### src/rtl/sram_arb_pkg.sv
// Shared definitions for the two-port asynchronous SRAM arbiter.
package sram_arb_pkg;

    localparam int unsigned CHIP_SEL_W = 2;
    localparam int unsigned SRAM_A_W   = 20;
    localparam int unsigned DATA_W     = 8;
    localparam int unsigned NUM_CHIPS  = 4;

    // Access sequencer states
    typedef enum logic [1:0] {
        ST_IDLE   = 2'd0,
        ST_SETUP  = 2'd1,
        ST_STROBE = 2'd2,
        ST_HOLD   = 2'd3
    } state_t;

    // Chip number to active-low one-hot chip select
    function automatic logic [NUM_CHIPS-1:0] cs_decode(input logic [CHIP_SEL_W-1:0] chip);
        cs_decode = ~(NUM_CHIPS'(1) << chip);
    endfunction

endpackage

### src/rtl/sram_rr_arb.sv
// Two-requester round-robin grant; on a tie the port not granted last wins.
module sram_rr_arb (
    input  logic [1:0] req,
    input  logic       last,
    output logic [1:0] grant
);

    // last=1 means port 1 was served most recently, so port 0 wins a tie
    always_comb begin
        grant = 2'b00;
        case (req)
            2'b01:   grant = 2'b01;
            2'b10:   grant = 2'b10;
            2'b11:   grant = last ? 2'b01 : 2'b10;
            default: grant = 2'b00;
        endcase
    end

endmodule

### src/rtl/sram_arbiter.sv
// Arbitrates two requesters onto up to four asynchronous SRAM chips.
// Each access runs IDLE -> SETUP -> STROBE x STROBE_CYCLES -> HOLD with every
// pad-side signal registered, so strobes never glitch.
module sram_arbiter
    import sram_arb_pkg::*;
#(
    parameter int unsigned STROBE_CYCLES = 2,   // 1..15
    parameter int unsigned ADDR_W        = 22
) (
    input  logic                  clk,
    input  logic                  rst,

    input  logic                  p0_req,
    input  logic                  p0_we,
    input  logic [ADDR_W-1:0]     p0_addr,
    input  logic [DATA_W-1:0]     p0_wdata,
    output logic                  p0_ack,
    output logic [DATA_W-1:0]     p0_rdata,

    input  logic                  p1_req,
    input  logic                  p1_we,
    input  logic [ADDR_W-1:0]     p1_addr,
    input  logic [DATA_W-1:0]     p1_wdata,
    output logic                  p1_ack,
    output logic [DATA_W-1:0]     p1_rdata,

    output logic [SRAM_A_W-1:0]   sram_a,
    output logic [NUM_CHIPS-1:0]  sram_cs_n,
    output logic                  sram_oe_n,
    output logic                  sram_we_n,
    output logic [DATA_W-1:0]     sram_d_out,
    output logic                  sram_d_oe,
    input  logic [DATA_W-1:0]     sram_d_in
);

    localparam int unsigned      CNT_W    = 4;
    localparam logic [CNT_W-1:0] CNT_LAST = CNT_W'(STROBE_CYCLES - 1);

    state_t             r_state;
    logic               r_last;     // 1: port 1 was granted most recently
    logic               r_port;     // port owning the access in flight
    logic               r_we;       // latched direction of the access in flight
    logic [CNT_W-1:0]   r_cnt;      // strobe cycles already spent

    logic [1:0]         w_req;
    logic [1:0]         w_grant;
    logic               w_sel1;
    logic               w_we;
    logic [ADDR_W-1:0]  w_addr;
    logic [DATA_W-1:0]  w_wdata;

    assign w_req = {p1_req, p0_req};

    sram_rr_arb u_rr_arb (
        .req   (w_req),
        .last  (r_last),
        .grant (w_grant)
    );

    // Request fields of whichever port the arbiter picks this cycle
    assign w_sel1  = w_grant[1];
    assign w_we    = w_sel1 ? p1_we    : p0_we;
    assign w_addr  = w_sel1 ? p1_addr  : p0_addr;
    assign w_wdata = w_sel1 ? p1_wdata : p0_wdata;

    // Access sequencer with registered SRAM strobes, acks and read data
    always_ff @(posedge clk) begin
        if (rst) begin
            r_state    <= ST_IDLE;
            r_last     <= 1'b1;
            r_port     <= 1'b0;
            r_we       <= 1'b0;
            r_cnt      <= '0;
            sram_a     <= '0;
            sram_cs_n  <= '1;
            sram_oe_n  <= 1'b1;
            sram_we_n  <= 1'b1;
            sram_d_oe  <= 1'b0;
            sram_d_out <= '0;
            p0_ack     <= 1'b0;
            p1_ack     <= 1'b0;
            p0_rdata   <= '0;
            p1_rdata   <= '0;
        end else begin
            p0_ack <= 1'b0;
            p1_ack <= 1'b0;
            case (r_state)
                ST_IDLE: begin
                    // Latch the whole request so later port changes cannot leak in
                    if (|w_grant) begin
                        r_state   <= ST_SETUP;
                        r_port    <= w_sel1;
                        r_last    <= w_sel1;
                        r_we      <= w_we;
                        sram_a    <= w_addr[SRAM_A_W-1:0];
                        sram_cs_n <= cs_decode(w_addr[SRAM_A_W +: CHIP_SEL_W]);
                        sram_d_oe <= w_we;
                        if (w_we) begin
                            sram_d_out <= w_wdata;
                        end
                    end
                end
                ST_SETUP: begin
                    r_state <= ST_STROBE;
                    r_cnt   <= '0;
                    if (r_we) begin
                        sram_we_n <= 1'b0;
                    end else begin
                        sram_oe_n <= 1'b0;
                    end
                end
                ST_STROBE: begin
                    if (r_cnt == CNT_LAST) begin
                        // Closing edge: release strobes, capture read data, ack in HOLD
                        r_state   <= ST_HOLD;
                        sram_oe_n <= 1'b1;
                        sram_we_n <= 1'b1;
                        if (r_port) begin
                            p1_ack <= 1'b1;
                        end else begin
                            p0_ack <= 1'b1;
                        end
                        if (!r_we) begin
                            if (r_port) begin
                                p1_rdata <= sram_d_in;
                            end else begin
                                p0_rdata <= sram_d_in;
                            end
                        end
                    end else begin
                        r_cnt <= r_cnt + CNT_W'(1);
                    end
                end
                ST_HOLD: begin
                    // Address stays put; chips deselect for the turnaround cycle
                    r_state   <= ST_IDLE;
                    sram_cs_n <= '1;
                    sram_d_oe <= 1'b0;
                end
                default: r_state <= ST_IDLE;
            endcase
        end
    end

endmodule

### config.mk
export PLATFORM = sky130hd
export DESIGN_NAME = sram_arbiter
export DESIGN_NICKNAME = d
export VERILOG_FILES = /design/src/rtl/sram_arb_pkg.sv /design/src/rtl/sram_rr_arb.sv /design/src/rtl/sram_arbiter.sv
export SDC_FILE = /design/constraint.sdc
export NUM_CORES = 1
export LEC_CHECK = 0
export ABC_AREA = 1
export CAP_MARGIN = 15
export CORE_UTILIZATION = 43
export DETAILED_ROUTE_END_ITERATION = 10
export PLACE_DENSITY = 0.81
export SYNTH_ARGS = -nofsm -noshare
export SYNTH_HDL_FRONTEND = slang
export SYNTH_SLANG_ARGS = --single-unit
### constraint.sdc
create_clock -name clk -period 1.8 [get_ports clk]
set_input_delay 0.36 -clock clk [delete_from_list [all_inputs] [get_ports clk]]
set_output_delay 0.36 -clock clk [all_outputs]
set_load 0.01 [all_outputs]
# After elaboration in Yosys (flattened, before gate mapping)

Index checks and enable logic that the tools add are counted.

Input port bits: 74
Output and inout port bits: 53
Register bits: 62
Logic and storage cells: 69

Bitwise logic cells: 5
Reduce and logical (&&, ||, !) cells: 14
Equal/unequal tests: 12
Shift operators: 1
Multiplexer cells: 21
Add/sub/neg operators: 1

Operators by type and width:

| kind                  | number |
|---|---|
| $mux W22              | 1 |
| $pmux W4 S2           | 2 |
| $ne A2 B2 Y1 const B  | 5 |
| $reduce_and A3 Y1     | 3 |
| $eq A2 B2 Y1 const B  | 4 |
| $mux W4               | 2 |
| $mux W8               | 1 |
| $pmux W2 S4           | 1 |
| $reduce_and A2 Y1     | 4 |
| $reduce_and A4 Y1     | 2 |
| $mux W1               | 7 |
| $mux W2               | 3 |
| $pmux W1 S2           | 3 |
| $pmux W2 S3           | 1 |
| $add A4 B1 Y4 const B | 1 |
| $eq A2 B1 Y1 const B  | 2 |
| $eq A4 B1 Y1 const B  | 1 |
| $not A1 Y1            | 4 |
| $not A4 Y4            | 1 |
| $reduce_bool A2 Y1    | 2 |
| $shl A1 B2 Y4 const A | 1 |
| $reduce_or A3 Y1      | 1 |
| $logic_not A2 Y1      | 1 |
| $reduce_or A2 Y1      | 1 |

# Depth between registers and ports, before layout

Depth after elaboration: 7
Gate-level depth with buffers: 9
Depth with buffers taken out: 8

# Modules after synthesis

A second synthesis with hierarchy kept.

Cell total of the unflattened synthesis: 445
Area total of the unflattened synthesis: 2944.1 µm²

Modules (own cells, without submodules):

| module       | seq. area each (µm²) | area an instance (µm²) | cells each | instances |
|---|---|---|---|---|
| sram_arbiter | 1241.2               | 2922.8                 | 440        | 1 |
| sram_rr_arb  | 0.0                  | 21.3                   | 5          | 1 |

# Worst setup path before layout

Ideal clock, no wire load.

Path type: reg-to-reg
Start point: register r_state[0]
End point: register sram_cs_n[2]
Buffers on the path: 0
Cell stages (with the launch flop): 7
Arrival time: 1.302 ns
Setup time: 0.115 ns
Slack: 0.383 ns
Data required time: 1.685 ns
Clock period less this slack: 1.417 ns
Path through: dfxtp_1 > inv_1 > ha_1 > o21ai_0 > inv_1 > nand2_1 > nand2_1

Cells in the longest elaborated chain, start to end: 3
Elaborated cells on any way between the ends: 6
Those cells by class: eq/ne (2); mux (1); reduce/logical (3)

Ends and longest elaborated chain:

| what                                                                | line                | RTL |
|---|---|---|
| from (decl)                                                         | sram_arbiter.sv:39  | `state_t r_state;` |
| from (signal assigned)                                              | sram_arbiter.sv:69  | `r_state <= ST_IDLE;` |
| from (signal assigned)                                              | sram_arbiter.sv:91  | `r_state <= ST_SETUP;` |
| from (signal assigned)                                              | sram_arbiter.sv:104 | `r_state <= ST_STROBE;` |
| $eq A2 B2 Y1 or $logic_not A2 Y1 (tied branches)                    | sram_arbiter.sv:87  | `case (r_state)` |
| $reduce_bool A2 Y1 (no source line) or $ne A2 B2 Y1 (tied branches) | n/a                 |  |
| $reduce_and A2 Y1 (no source line)                                  | n/a                 |  |
| to (signal assigned)                                                | sram_arbiter.sv:96  | `sram_cs_n <= cs_decode(w_addr[SRAM_A_W +: CHIP_SEL_W]);` |
| to (decl)                                                           | sram_arbiter.sv:28  | `output logic [NUM_CHIPS-1:0] sram_cs_n,` |

Parallel ways exist; a longest one is shown, timed or not.
A chain may end at the register's enable or synchronous reset.

# Worst setup path after layout

Start point: register r_state[0]
End point: register sram_d_out[6]

Cells in the longest elaborated chain, start to end: 2

Ends and longest elaborated chain:

| what                               | line               | RTL |
|---|---|---|
| $logic_not A2 Y1                   | sram_arbiter.sv:87 |  |
| $reduce_and A3 Y1 (no source line) | n/a                |  |
| to (signal assigned)               | sram_arbiter.sv:99 | `sram_d_out <= w_wdata;` |
| to (decl)                          | sram_arbiter.sv:31 | `output logic [DATA_W-1:0] sram_d_out,` |

No other way between the ends.

==> run metrics <==
DP HPWL 6030 um; routability congestion estimate from global placement 0.809; Lkg Pwr 0.00210 uW; critical path data required time 2.03 ns; total gr overflow 0; most used cell, CP nand2_1; post-synthesis cell area 3010 um^2; Levels on crit path 8; initial antenna violation count 0; DR top layer met4; TritonCTS clock tree yes; Final Max Tran Viols 0; element type at the critical path end flop; Worst slew margin 73.6%; wl on met1 3510 um; CTS clk-pin slew, worst paths 0.07 ns; most frequent cells in the layout 126 x clkdlybuf4s50_1, 106 x nand2_1, 63 x nand3_1, 62 x dfxtp_1, 51 x nor2_1; Max Freq 616 MHz; layout cells sized above 1 7.69%; Max FO, Critical Path 17; total negative slack 0 ns; Critical Path Source Type flop; initial drt markers 147; # IOs 127; largest net degree at the start of global routing 30; area of the multi-input gates 1450 um^2; post-route minimum period 1.62 ns; metal3 WL 633 um; CP arrival 1.85 ns; # rows 30; Worst Hold Margin 0.479 ns; Hold Vio Cnt, Final 0; first-pass GRT wire length 13600 um; post-CTS setup buffers 0; status finished clean; Cell Count, Final, Fillers Out 652; max incr delay on CP 0.37 ns; sequential share of the synthesized area 41.3%; GRT Util Overall 23.2%; die area 7330 um^2; DRC 0; commonest non-fill, non-tap cell in the layout clkdlybuf4s50_1; clock buffer depth 2; flops & latches, synth 62; Port Buffers 126; CTS buffer count 9; WL met2 3830 um; register area 1240 um^2; Final WS setup 0.175 ns; layout filler cell count 533; Worst Reg-to-Reg Cells 8; CP top delay family simple AND/OR/NAND/NOR gates; syn avg cell area 6.91 um^2; synthesis-to-layout area growth 54.0%; Num Clock Sinks 62; Initial Util 44.5%; CP max stage cell dfxtp_1; Die W 85.6 um; MaxCap Viol Count 0; hold depth 2; Worst Tran Pin Value 0.393 ns; vias in the first global route 3173; Die Height 85.6 um; core area 6760 um^2; WL/cell 12.6 um; worst-path cell chain inv_1, ha_1, o21ai_0, inv_2, nand2_2, nand2_1, nand2_1, nor2_1; HP Class flop to flop; Peak VDD IR 600 uV; vias per std cell 5.00; RSZ-0062 raised after global routing no; Post-Route WL 8190 um; Design Power 5450 uW; placed cells 636; worst skew pair latency 0.33 ns; distinct cell type count after synthesis 23; Final #Nets 648; Buf+Inv Stages, Crit Path 2; Setup CP Type flop to flop; vias 3263; Pre-Repair DR Iteration Count 4; yosys warns 0; cells after synthesis 435; clk_skew 0.00699 ns; pre-CTS setup slack -0.0908 ns; number of antenna diodes 0; antenna-violating nets left 0; Tcrit/Tclk final 90.3%; CTS H-tree lvls 3; Power Density 1180 nW/um^2; Final setup viols 0; post-synth net total 516; root buffer cell clkbuf_8
==> synthesized netlist by cell type (all sizes together) <==
cell type | n | area share, %
nand3b | 1 | 0.25
nor2 | 54 | 7.5
nand4 | 17 | 3.5
clkbuf | 8 | 1.0
inv | 53 | 6.6
nand3 | 63 | 10
clkinv | 2 | 0.25
a21oi | 13 | 2.5
xor2 | 1 | 0.29
o21ai | 7 | 1.2
nor3 | 2 | 0.33
nand2 | 107 | 13
o211ai | 22 | 5.5
ha | 7 | 2.9
o21a | 1 | 0.25
buf | 15 | 2.7
dfxtp | 62 | 41
==> layer usage <==
layer	GRT usage [%]	vias to the layer above
li1	-	1675
met5	0	-
met3	7.70	20
met4	11.7	0
met2	39.8	115
met1	25.7	1453
==> cell families (layout without fill, tap and decap cells) <==
family,count (synthesis),in the layout,synth area share (%)
AO/OA/AOI/OAI,43,43,9.45
XOR/XNOR,1,1,0.291
adder cells (fa/ha/maj),7,7,2.91
buffers and inverters,78,215,10.5
flip-flops,62,62,41.3
AND/OR/NAND/NOR,244,244,35.5
==> worst min-delay path, cell delays in order, from the launching register on <==
cell and delay [ns]:
dfxtp_1 0.33, a21oi_1 0.07, nand2_1 0.06
==> layout make-up <==
type / instances / share of cell area [%]
clock inverter: 7 / 2.13
sequential: 62 / 26.8
tap: 80 / 2.16
clock buffer: 9 / 2.67
timing repair buffer: 144 / 30.4
multi-input combinational: 295 / 31.3
inverter: 55 / 4.46
==> flip-flops by register name (all words and copies together), names as in the netlist <==
| register | cells |
|---|---|
| r_port | 1 |
| r_cnt | 4 |
| r_we | 1 |
| sram_we_n | 1 |
| sram_d_out | 8 |
| p1_rdata | 8 |
| sram_cs_n | 4 |
| p1_ack | 1 |
| p0_ack | 1 |
| p0_rdata | 8 |
| sram_oe_n | 1 |
| sram_a | 20 |
| sram_d_oe | 1 |
| r_last | 1 |
| r_state | 2 |
==> power by group <==
part           leakage [uW]  switching (uW)  internal (uW)
clock network      0.000109             575            784
logic               0.00148            1140           1070
registers          0.000508             194           1690
==> through the flow <==
step	instance area, um^2	util [%]
floorplan	3010	-
global placement	4410	65.2
detailed placement	4410	65.2
CTS	4630	68.5
global route	4630	68.5
finish	4630	68.5
==> path summary, 6_finish.rpt <==
check | startpoint | end | slack [ns]
setup / recovery | r_state[0] | sram_d_out[6] | 0.18
hold / removal | sram_cs_n[3] | sram_cs_n[3] | 0.48
setup reg to reg | r_state[0] | sram_d_out[6] | 0.18
hold reg to reg | sram_cs_n[3] | sram_cs_n[3] | 0.48
==> repair_timing <==
| item | 4_1_cts | 5_1_grt |
|---|---|---|
| setup endpoints to repair | 0 | 7 |
| hold buffers | 0 | 0 |
| gates resized for setup | 0 | 3 |
| hold endpoints to repair | 0 | 0 |
No activity file was read; power rests on OpenSTA's default activity.
